==> config.mk <==
export PLATFORM = sky130hd
export DESIGN_NAME = serial_add_ctrl
export DESIGN_NICKNAME = d
export VERILOG_FILES = /design/src/rtl/serial_add_ctrl.sv
export SDC_FILE = /design/constraint.sdc
export NUM_CORES = 1
export LEC_CHECK = 0
export ABC_AREA = 1
export CAP_MARGIN = 10
export CORE_MARGIN = 4
export CORE_UTILIZATION = 29
export DETAILED_ROUTE_END_ITERATION = 7
export HOLD_SLACK_MARGIN = 0.1
export PLACE_DENSITY = 0.49
export SLEW_MARGIN = 20
export SYNTH_ARGS = -nofsm -noshare
export SYNTH_HDL_FRONTEND = slang
export SYNTH_SLANG_ARGS = --single-unit
==> constraint.sdc <==
create_clock -name clk -period 1.51 [get_ports clk]
set_input_delay 0.151 -clock clk [delete_from_list [all_inputs] [get_ports clk]]
set_output_delay 0.151 -clock clk [all_outputs]
set_load 0.01 [all_outputs]
==> src/rtl/serial_add_ctrl.sv <==
// Bit-serial add sequencer wrapped around one external 1-bit full adder, LSB first.
// Optional signed-overflow output is enabled by defining SERIAL_ADD_OVF_EN.
module serial_add_ctrl #(
  parameter int N = 8
) (
  input  logic         clk,
  input  logic         rst,
  input  logic         start,
  input  logic [N-1:0] a,
  input  logic [N-1:0] b,
  input  logic         cin,
  output logic         fa_a,
  output logic         fa_b,
  output logic         fa_ci,
  input  logic         fa_sum,
  input  logic         fa_co,
  output logic         busy,
  output logic         done,
  output logic [N-1:0] sum,
`ifdef SERIAL_ADD_OVF_EN
  output logic         ovf,
`endif
  output logic         cout
);
  localparam int CW = (N > 2) ? $clog2(N) : 1;

  typedef enum logic [1:0] {IDLE, SHIFT, DONE} state_t;

  state_t         state_q, state_d;
  logic [N-1:0]   areg_q, areg_d, breg_q, breg_d, sum_q, sum_d;
  logic [CW-1:0]  cnt_q, cnt_d;
  logic           carry_q, carry_d, cout_q, cout_d, done_q, done_d;
`ifdef SERIAL_ADD_OVF_EN
  logic           ovf_q, ovf_d;
`endif

  always_ff @(posedge clk or posedge rst) begin
    if (rst) begin
      state_q <= IDLE;
      areg_q  <= '0;
      breg_q  <= '0;
      sum_q   <= '0;
      cnt_q   <= '0;
      carry_q <= 1'b0;
      cout_q  <= 1'b0;
      done_q  <= 1'b0;
`ifdef SERIAL_ADD_OVF_EN
      ovf_q   <= 1'b0;
`endif
    end else begin
      state_q <= state_d;
      areg_q  <= areg_d;
      breg_q  <= breg_d;
      sum_q   <= sum_d;
      cnt_q   <= cnt_d;
      carry_q <= carry_d;
      cout_q  <= cout_d;
      done_q  <= done_d;
`ifdef SERIAL_ADD_OVF_EN
      ovf_q   <= ovf_d;
`endif
    end
  end

  always_comb begin
    state_d = state_q;
    areg_d  = areg_q;
    breg_d  = breg_q;
    sum_d   = sum_q;
    cnt_d   = cnt_q;
    carry_d = carry_q;
    cout_d  = cout_q;
    // done is registered so the pulse lands one edge after the DONE state
    done_d  = (state_q == DONE);
`ifdef SERIAL_ADD_OVF_EN
    ovf_d   = ovf_q;
`endif
    case (state_q)
      IDLE: begin
        if (start) begin
          areg_d  = a;
          breg_d  = b;
          carry_d = cin;
          cnt_d   = '0;
          sum_d   = '0;
          cout_d  = 1'b0;
`ifdef SERIAL_ADD_OVF_EN
          ovf_d   = 1'b0;
`endif
          state_d = SHIFT;
        end
      end
      SHIFT: begin
        // adder outputs are only consumed here, so garbage outside SHIFT never lands
        sum_d   = {fa_sum, sum_q[N-1:1]};
        areg_d  = areg_q >> 1;
        breg_d  = breg_q >> 1;
        carry_d = fa_co;
        cnt_d   = cnt_q + 1'b1;
        if (cnt_q == CW'(N-1)) begin
          cout_d  = fa_co;
`ifdef SERIAL_ADD_OVF_EN
          ovf_d   = carry_q ^ fa_co;
`endif
          state_d = DONE;
        end
      end
      DONE:    state_d = IDLE;
      default: state_d = IDLE;
    endcase
  end

  assign busy  = (state_q == SHIFT);
  assign fa_a  = areg_q[0] & busy;
  assign fa_b  = breg_q[0] & busy;
  assign fa_ci = carry_q & busy;
  assign done  = done_q;
  assign sum   = sum_q;
  assign cout  = cout_q;
`ifdef SERIAL_ADD_OVF_EN
  assign ovf   = ovf_q;
`endif
endmodule

==> reports/results.ini, run 1 <==
[run_status]
status=complete, no violations

[floorplanning]
die_h_um=81.32
io-pin-count=36
initial_core_util_pct=30.14
dieArea_um2=6613
die_x_um=81.32
core.rowCount=26
core_um2=5172

[critical_path]
crit_buf_inv=3
path_delay_family=buffers and inverters
path_class=reg -> reg
r2r-start=state_q[1]$_DFFE_PP0P_
cp.required_ns=1.73
crit_path_start_kind=register
worstPathMaxFanout=18
ff2ff_setup_slack_ns=0.13
max_stage_delay_ns=0.41
cpMaxStageDelayCell=dfrtp_1
end_kind=register
reg2reg_depth=7
cp_cell_sequence=inv_4 > buf_4 > nand2_2 > nand2_2 > buf_4 > nand2_1 > nand2_1
worstPathArrival_ns=1.60
rr_endpoint=breg_q[1]$_DFFE_PP0P_

[drt]
drc=0
routed_wl_um=3575
wire_per_inst_um=11.80
avgViaCountPerCell=4.317
vias=1308
drt_iter0_drc=42
dr.pass1.iters=4
ant_nets=0

[sta]
period_share_pct=91.06
finalHoldViolations=0
slew_violations=0
finalSetupTns_ns=0
setup_viol=0
maxSlewHeadroom_pct=72.64
fin_crit_ns=1.375
fmaxAchievable_ghz=0.7273
worst_pin_slew_ns=0.4104
clock_skew_ns=0.003973
rsz0062_at_grt=false
worst_slack_ns=0.1350

[logic_synthesis]
avgSynthCellArea_um2=8.078
syn-cell-area_um2=1559
ys_types=18
yosys_warnings=0
yosysTopAreaCellShare_pct=51.36
synth_nets=217
synth_area_leaders=dfrtp_1 (51%), nand2_1 (17%), nand3_1 (12%)
syn_inst=193
yosys.area.top_type=dfrtp_1
synth-seq-cells=32
yosysSeqAreaShare_pct=51.36

[layout]
drive_gt1_share_pct=9.871
layout.nets=257
diodes=0
area_delta_synth_final_pct=32.74
n_fill_cell=542
register_area_um2=800.8
multi_input_area_um2=590.6
fin_cells=303

[grt]
grt_max_degree=33
grt_first_pass_wirelength_um=6037
first_global_vias=1315
overflow=0
grt_use_total_pct=12.18
antenna_found_initial=0

[placement]
dp.cells=296
gp_congestion=0.6991
dpl_worst_slack_ns=0.1453
numPortBuffers=35
hpwl_um=2377

[power_and_ir_drop]
power.leakage_nw=1.077
power_mw=3.915
p_per_area_nw_per_um2=1892
ir_drop_mv=0.6429

[cts]
cts_buffer_depth=2
cts-buffers-inserted=5
clk_pin_slew_ns=0.06
cts-root-buf=clkbuf_8
clk_latency_ns=0.28
htreeDepth=2
cts.sinks=32
cts_tree=built
cts_hold_buf=0

[hold_path]
hold_class=in -> async

[run]
cap_viol_max_count=0

flip-flops by register name, indices dropped and copies added (netlist names):
register	count
breg_q	8
state_q	2
cout	1
cnt_q	3
carry_q	1
areg_q	8
sum	8
done	1
cell families (layout without fill, tap and decap cells):
family,Yosys count,in the layout,share of synthesized area (%)
compound gates,11,11,4.414
flops,32,32,51.36
fa+ha+maj,2,2,1.605
simple gates,117,117,31.86
buf+inv,31,71,10.75
worst register-to-register path, cell delays in order (launching register included):
cell and delay, ns:
dfrtp_1 0.41, inv_4 0.07, buf_4 0.22, nand2_2 0.17, nand2_2 0.11, buf_4 0.20
nand2_1 0.08, nand2_1 0.06
metrics by stage:
stage / hold slack [ns] / util (%) / cell area [µm²]
floorplan: 0.2606 / - / 1559
global placement: 0.4732 / 38.24 / 1978
detailed placement: 0.4787 / 38.24 / 1978
CTS: 0.2677 / 40.01 / 2069
global route: 0.2982 / 40.01 / 2069
finish: 0.2624 / 40.01 / 2069
worst max path at each step:
stage	start	endpoint	slack [ns]	cells after the start
3_3_place_gp	state_q[1]$_DFFE_PP0P_	fa_b	0.13	4
6_report	state_q[1]$_DFFE_PP0P_	breg_q[1]$_DFFE_PP0P_	0.13	7
2_1_floorplan	state_q[1]$_DFFE_PP0P_	fa_a	0.39	5
4_1_cts	state_q[1]$_DFFE_PP0P_	fa_b	0.11	4
5_1_grt	state_q[1]$_DFFE_PP0P_	areg_q[2]$_DFFE_PP0P_	0.01	7
3_5_place_dp	state_q[1]$_DFFE_PP0P_	areg_q[2]$_DFFE_PP0P_	0.15	7
Yosys cell counts:
cell type / n
a21oi_1: 2
buf_2: 6
buf_4: 1
buf_6: 5
dfrtp_1: 32
ha_1: 2
inv_1: 17
inv_2: 1
inv_4: 1
nand2_1: 71
nand2_2: 2
nand2_4: 1
nand3_1: 36
nor2_1: 7
o21ai_0: 1
o21ai_1: 2
o22ai_1: 5
o22ai_2: 1
cells in the final DEF, fill, tap and decap left out:
cell | netlist | layout
o21ai_0 | 1 | 1
a21oi_1 | 2 | 2
nand3_1 | 36 | 36
dlygate4sd2_1 | 0 | 4
o21ai_1 | 2 | 2
nand2_4 | 1 | 1
ha_1 | 2 | 2
clkdlybuf4s50_1 | 0 | 31
inv_1 | 17 | 17
o22ai_2 | 1 | 1
dfrtp_1 | 32 | 32
nand2_1 | 71 | 71
inv_2 | 1 | 1
clkbuf_8 | 0 | 7
buf_4 | 1 | 10
o22ai_1 | 5 | 5
inv_4 | 1 | 1
nor2_1 | 7 | 7
nand2_2 | 2 | 2
layout make-up:
cell class,count,share of cell area (%)
flip-flops and latches,32,38.69
multi-input cells,130,28.54
repair buffers,45,20.31
inverters,19,3.567
well taps,70,4.232
clock buffers,7,4.655
metal layers:
layer  wire length, µm  vias to the layer above  global-route usage [%]  share of wire, %
li1                  -                      689                       -                 -
met1              1697                      586                   15.22                47
met2              1608                       31                   18.57                45
met3               230                        2                   4.545               6.4
met4                39                        0                   5.574               1.1
met5                 0                        -                       0                 0
power by group:
group	internal, mW	switching, mW	total [mW]
Clock	0.406	0.306	0.712
Sequential	1.22	0.191	1.41
Combinational	0.788	1.00	1.79
Total	2.41	1.50	3.91
what timing repair did:
item / 4_1_cts / 5_1_grt
endpoints found under the hold margin: 0 / 0
gates resized for setup: 4 / 0
setup endpoints to repair: 4 / 0
buffers inserted: 0 / 0
Power figures use the tool's default switching activity.
==> run 2, diff against run 1 <==
--- a/config.mk
+++ b/config.mk
@@ -12,6 +12,7 @@
 export DETAILED_ROUTE_END_ITERATION = 7
 export HOLD_SLACK_MARGIN = 0.1
 export PLACE_DENSITY = 0.49
+export SETUP_SLACK_MARGIN = 0.15
 export SLEW_MARGIN = 20
 export SYNTH_ARGS = -nofsm -noshare
 export SYNTH_HDL_FRONTEND = slang
==> reports/results.ini, run 2 (synthesis results as in run 1) <==
[drt]
routed_wl_um=3606  ; +0.87%
dr.pass1.iters=4  ; unchanged
drc=0  ; unchanged
ant_nets=0  ; unchanged
vias=1312  ; +0.31%
wire_per_inst_um=11.86  ; +0.54%
drt_iter0_drc=45  ; +7.1%
avgViaCountPerCell=4.316  ; about the same

[placement]
dpl_cell_area_um2=1978  ; unchanged
hpwl_um=2377  ; unchanged
numPortBuffers=35  ; unchanged
gp_congestion=0.6991  ; unchanged
dp.cells=296  ; unchanged
dpl_worst_slack_ns=0.1453  ; unchanged

[grt]
first_global_vias=1315  ; unchanged
grt_use_total_pct=12.18  ; unchanged
grt_max_degree=33  ; unchanged
antenna_found_initial=0  ; unchanged
overflow=0  ; unchanged
grt_first_pass_wirelength_um=6037  ; unchanged

[power_and_ir_drop]
swShare_pct=38.64  ; +0.27 points
power.leakage_nw=1.179  ; +9.5%
p_per_area_nw_per_um2=1868  ; -1.3%
internal_power_mw=2.405  ; -0.34%
seqPwrFrac_pct=35.9  ; about the same
combPwrFrac_pct=45.9  ; about the same
clockPowerShare_pct=18.2  ; about the same
power_mw=3.919  ; +0.10%
p_switching_mw=1.514  ; +0.82%
ir_drop_mv=0.6399  ; -0.48%

[critical_path]
crit_start=cout$_DFFE_PP0P_
cp.required_ns=1.36  ; -0.37 ns
cpMaxStageDelayCell=clkdlybuf4s50_1
end_kind=primary output
crit_path_start_kind=register
path_class=reg -> out
path_delay_family=buffers and inverters
cp_cell_sequence=clkdlybuf4s50_1
ff2ff_setup_slack_ns=0.28  ; +0.15 ns
max_stage_delay_ns=0.55  ; +0.14 ns
crit_buf_inv=1  ; -2
r2r-start=state_q[1]$_DFFE_PP0P_
worstPathMaxFanout=2  ; -16
worstPathArrival_ns=1.18  ; -0.42 ns

[layout]
fin_area_um2=2098  ; +1.4%
diodes=0  ; unchanged
fin_cells=304  ; +0.33%
drive_gt1_share_pct=11.97  ; +2.1 points
layout.cells.most_common_list=nand2_1 (71), nand3_1 (36), dfrtp_1 (32), clkdlybuf4s50_1 (25), inv_1 (17)
final_common_cell=nand2_1
finish.utilization_pct=40.57  ; +0.56 points
layout.nets=258  ; +0.39%
area_delta_synth_final_pct=34.59

[floorplanning]
initial_core_util_pct=30.14  ; unchanged
core_um2=5172  ; unchanged
io-pin-count=36  ; unchanged
dieArea_um2=6613  ; unchanged
die_x_um=81.32  ; unchanged
core.rowCount=26  ; unchanged
die_h_um=81.32  ; unchanged

[sta]
fin_crit_ns=1.335  ; -0.04012 ns
maxSlewHeadroom_pct=72.53  ; -0.11 points
fmaxAchievable_ghz=0.7491  ; +3.0%
worst_pin_slew_ns=0.4120  ; +0.001603 ns
period_share_pct=88.40  ; -2.7 points
finalHoldViolations=0  ; unchanged
rsz0062_at_grt=false
finalSetupTns_ns=0  ; unchanged
clock_skew_ns=0.003291  ; -0.0006822 ns
setup_viol=0  ; unchanged
holdWs_ns=0.2615  ; -0.0008590 ns
worst_slack_ns=0.1751  ; +0.04012 ns
slew_violations=0  ; unchanged

[cts]
clk_latency_ns=0.28  ; about the same
cts_buffer_depth=2  ; unchanged
cts_tree=built
htreeDepth=2  ; unchanged
cts_hold_buf=0  ; unchanged
cts.sinks=32  ; unchanged
clk_pin_slew_ns=0.06  ; about the same
cts-root-buf=clkbuf_8
cts-buffers-inserted=5  ; unchanged

[run]
cap_viol_max_count=0  ; unchanged

[run_status]
status=complete, no violations

[hold_path]
hold_class=in -> async

run 2: cell types whose count changed in the layout (fill, tap and decap cells not counted), sizes merged:
cell and change:
clkdlybuf4s15 +1, clkbuf +2, dlymetal6s2s +6, buf +2, clkdlybuf4s50 -6, dlygate4sd2 -4
run 2: area by class of cell:
type	count	area [µm²]
multi-input cells	130	595.6
inverters	19	76.32
clock buffers	7	96.34
flip-flops and latches	32	800.8
well taps	70	87.58
repair buffers	46	441.7
fillers	541	3074
run 2: per-layer routing:
metal	global-route usage [%]	vias to the layer above	routed length [µm]
li1	-	691	-
met1	15.22	589	1699
met2	18.57	30	1655
met4	5.574	0	39
met5	0	-	0
met3	4.545	2	211
run 2: path summary, 6_finish.rpt:
| check | to | cells past startpoint |
|---|---|---|
| worst max-delay path | cout | 1 |
| worst min-delay path | cnt_q[0]$_DFFE_PP0P_ | 3 |
| worst max register to register | sum[7]$_DFFE_PP0P_ | 6 |
| worst min register to register | cnt_q[0]$_DFFE_PP0P_ | 1 |
| max in group asynchronous | sum[0]$_DFFE_PP0P_ | 3 |
| min in group clk | breg_q[7]$_DFFE_PP0P_ | 3 |
run 2: power by group through the flow:
stage	registers, mW	clock network [mW]	logic [mW]
floorplan	1.44	0	1.25
global placement	1.42	0	1.86
detailed placement	1.42	0	1.87
CTS	1.41	0.737	1.85
global route	1.45	0.778	2.07
finish	1.41	0.712	1.80
run 2: timing repair:
action	4_1_cts	5_1_grt
endpoints found under the setup margin	18	35
gates resized for setup	10	13
setup buffers	0	1
==> run 3, diff against run 2 <==
--- a/config.mk
+++ b/config.mk
@@ -7,7 +7,7 @@
 export LEC_CHECK = 0
 export ABC_AREA = 1
 export CAP_MARGIN = 10
-export CORE_MARGIN = 4
+export CORE_MARGIN = 3
 export CORE_UTILIZATION = 29
 export DETAILED_ROUTE_END_ITERATION = 7
 export HOLD_SLACK_MARGIN = 0.1
==> reports/results.ini, run 3 (synthesis results as in run 1) <==
[layout]
final_common_cell=nand2_1
multi_input_area_um2=598.1  ; +0.42%
n_fill_cell=561  ; +3.7%
register_area_um2=800.8  ; unchanged
layout.nets=256  ; -0.78%
fin_area_um2=2078  ; -0.95%
fin_cells=303  ; -0.33%
drive_gt1_share_pct=11.16  ; -0.81 points
finish.utilization_pct=40.43  ; -0.13 points
layout.cells.most_common_list=nand2_1 (71), nand3_1 (36), dfrtp_1 (32), clkdlybuf4s50_1 (27), inv_1 (17)
diodes=0  ; unchanged
area_delta_synth_final_pct=33.31

[cts]
cts_tree=built
cts_setup_buffers=0  ; unchanged
cts.sinks=32  ; unchanged
cts_buffer_depth=2  ; unchanged
cts-root-buf=clkbuf_8
clk_latency_ns=0.28  ; about the same
cts-buffers-inserted=5  ; unchanged
htreeDepth=2  ; unchanged
cts_hold_buf=0  ; unchanged
clk_pin_slew_ns=0.06  ; about the same

[drt]
avgViaCountPerCell=4.300  ; -0.36%
routed_wl_um=3559  ; -1.3%
drc=0  ; unchanged
wire_per_inst_um=11.75  ; -0.98%
vias=1303  ; -0.69%
drt_iter0_drc=79  ; +76%
dr.pass1.iters=4  ; unchanged
ant_nets=0  ; unchanged

[floorplanning]
die_x_um=79.32  ; -2.5%
core_um2=5140  ; -0.63%
initial_core_util_pct=30.33  ; +0.19 points
io-pin-count=36  ; unchanged
dieArea_um2=6292  ; -4.9%
die_h_um=79.32  ; -2.5%
core.rowCount=26  ; unchanged

[sta]
clock_skew_ns=0.003953  ; +0.0006615 ns
fin_crit_ns=1.324  ; -0.01139 ns
period_share_pct=87.65  ; -0.75 points
finalHoldViolations=0  ; unchanged
rsz0062_at_grt=false
worst_pin_slew_ns=0.4059  ; -0.006154 ns
slew_violations=0  ; unchanged
maxSlewHeadroom_pct=72.94  ; +0.41 points
finalSetupTns_ns=0  ; unchanged
setup_viol=0  ; unchanged
fmaxAchievable_ghz=0.7556  ; +0.86%

[grt]
top_usage_layer=met2
use_met2_pct=18.94  ; +0.37 points
antenna_found_initial=0  ; unchanged
first_global_vias=1324  ; +0.68%
grt_util_met3_pct=3.741  ; -0.80 points
grt_first_pass_wirelength_um=6230  ; +3.2%
grt_max_degree=33  ; unchanged
overflow=0  ; unchanged
grt_use_total_pct=12.72  ; +0.54 points
grt_use_met1_pct=17.08  ; +1.9 points

[placement]
gp_congestion=0.7359  ; +5.3%
dp.cells=295  ; -0.34%
dpl_cell_area_um2=1983  ; +0.25%
hpwl_um=2465  ; +3.7%
numPortBuffers=35  ; unchanged

[run]
cap_viol_max_count=0  ; unchanged

[critical_path]
max_stage_delay_ns=0.54  ; about the same
cp_cell_sequence=clkdlybuf4s50_1
ff2ff_setup_slack_ns=0.28  ; about the same
cp.required_ns=1.36  ; about the same
path_delay_family=buffers and inverters
worstPathMaxFanout=2  ; unchanged
crit_buf_inv=1  ; unchanged
crit_path_start_kind=register
worstPathArrival_ns=1.17  ; about the same
path_class=reg -> out
end_kind=primary output
cpMaxStageDelayCell=clkdlybuf4s50_1

[power_and_ir_drop]
power_mw=3.904  ; -0.38%
p_per_area_nw_per_um2=1878  ; +0.58%
power.leakage_nw=1.131  ; -4.0%
ir_drop_mv=0.7996  ; +25%

[hold_path]
hold_class=in -> async

[run_status]
status=complete, no violations

-- run 3: cell types whose count changed in the layout (fill, tap and decap cells not counted), sizes merged --
cell	delta
buf	-1
clkdlybuf4s15	-1
dlymetal6s2s	-2
clkbuf	+1
clkdlybuf4s50	+2
-- run 3: what timing repair did --
action	4_1_cts	5_1_grt
resized for setup	10	12
cloned	0	0
endpoints found under the setup margin	4	33
-- run 3: path summary, 6_finish.rpt --
kind,from,to,cells past startpoint
max,sum[0]$_DFFE_PP0P_,sum[0],1
min,rst,cnt_q[1]$_DFFE_PP0P_,3
max reg2reg,state_q[0]$_DFFE_PP0P_,carry_q$_DFFE_PP0P_,6
min reg2reg,cnt_q[0]$_DFFE_PP0P_,cnt_q[0]$_DFFE_PP0P_,1
max in group asynchronous,rst,sum[1]$_DFFE_PP0P_,3
min in group clk,b[7],breg_q[7]$_DFFE_PP0P_,3
-- run 3: report_power, final --
| part | switching [mW] | leakage [nW] | internal, mW |
|---|---|---|---|
| Sequential | 0.201 | 0.410 | 1.22 |
| Combinational | 1.02 | 0.675 | 0.794 |
| Clock | 0.299 | 0.0455 | 0.371 |
| Total | 1.52 | 1.13 | 2.38 |
-- run 3: routing by layer --
metal  share of wire [%]  wire length (µm)  vias up
met2                  46              1654       29
li1                    -                 -      683
met4                 1.5                55        0
met5                   0                 0        -
met1                  47              1688      584
met3                 4.5               161        7
-- run 3: per-stage QoR --
step	hold slack, ns	worst slack, ns
2_1_floorplan	0.2606	0.3855
3_3_place_gp	0.4708	0.1402
3_5_place_dp	0.4928	0.1398
4_1_cts	0.2634	0.1396
5_1_grt	0.3134	0.1518
6_report	0.2560	0.1865
-- run 3: area by class of cell --
type                    count  area share, %
well taps                  70          4.214
inverters                  19          3.552
repair buffers             44          20.59
flip-flops and latches     32          38.53
multi-input cells         130          28.78
clock buffers               8          4.335
-- run 3: worst min-delay path, delay by kind of cell --
family / cells / cell delay (ns)
buf+inv: 3 / 0.80
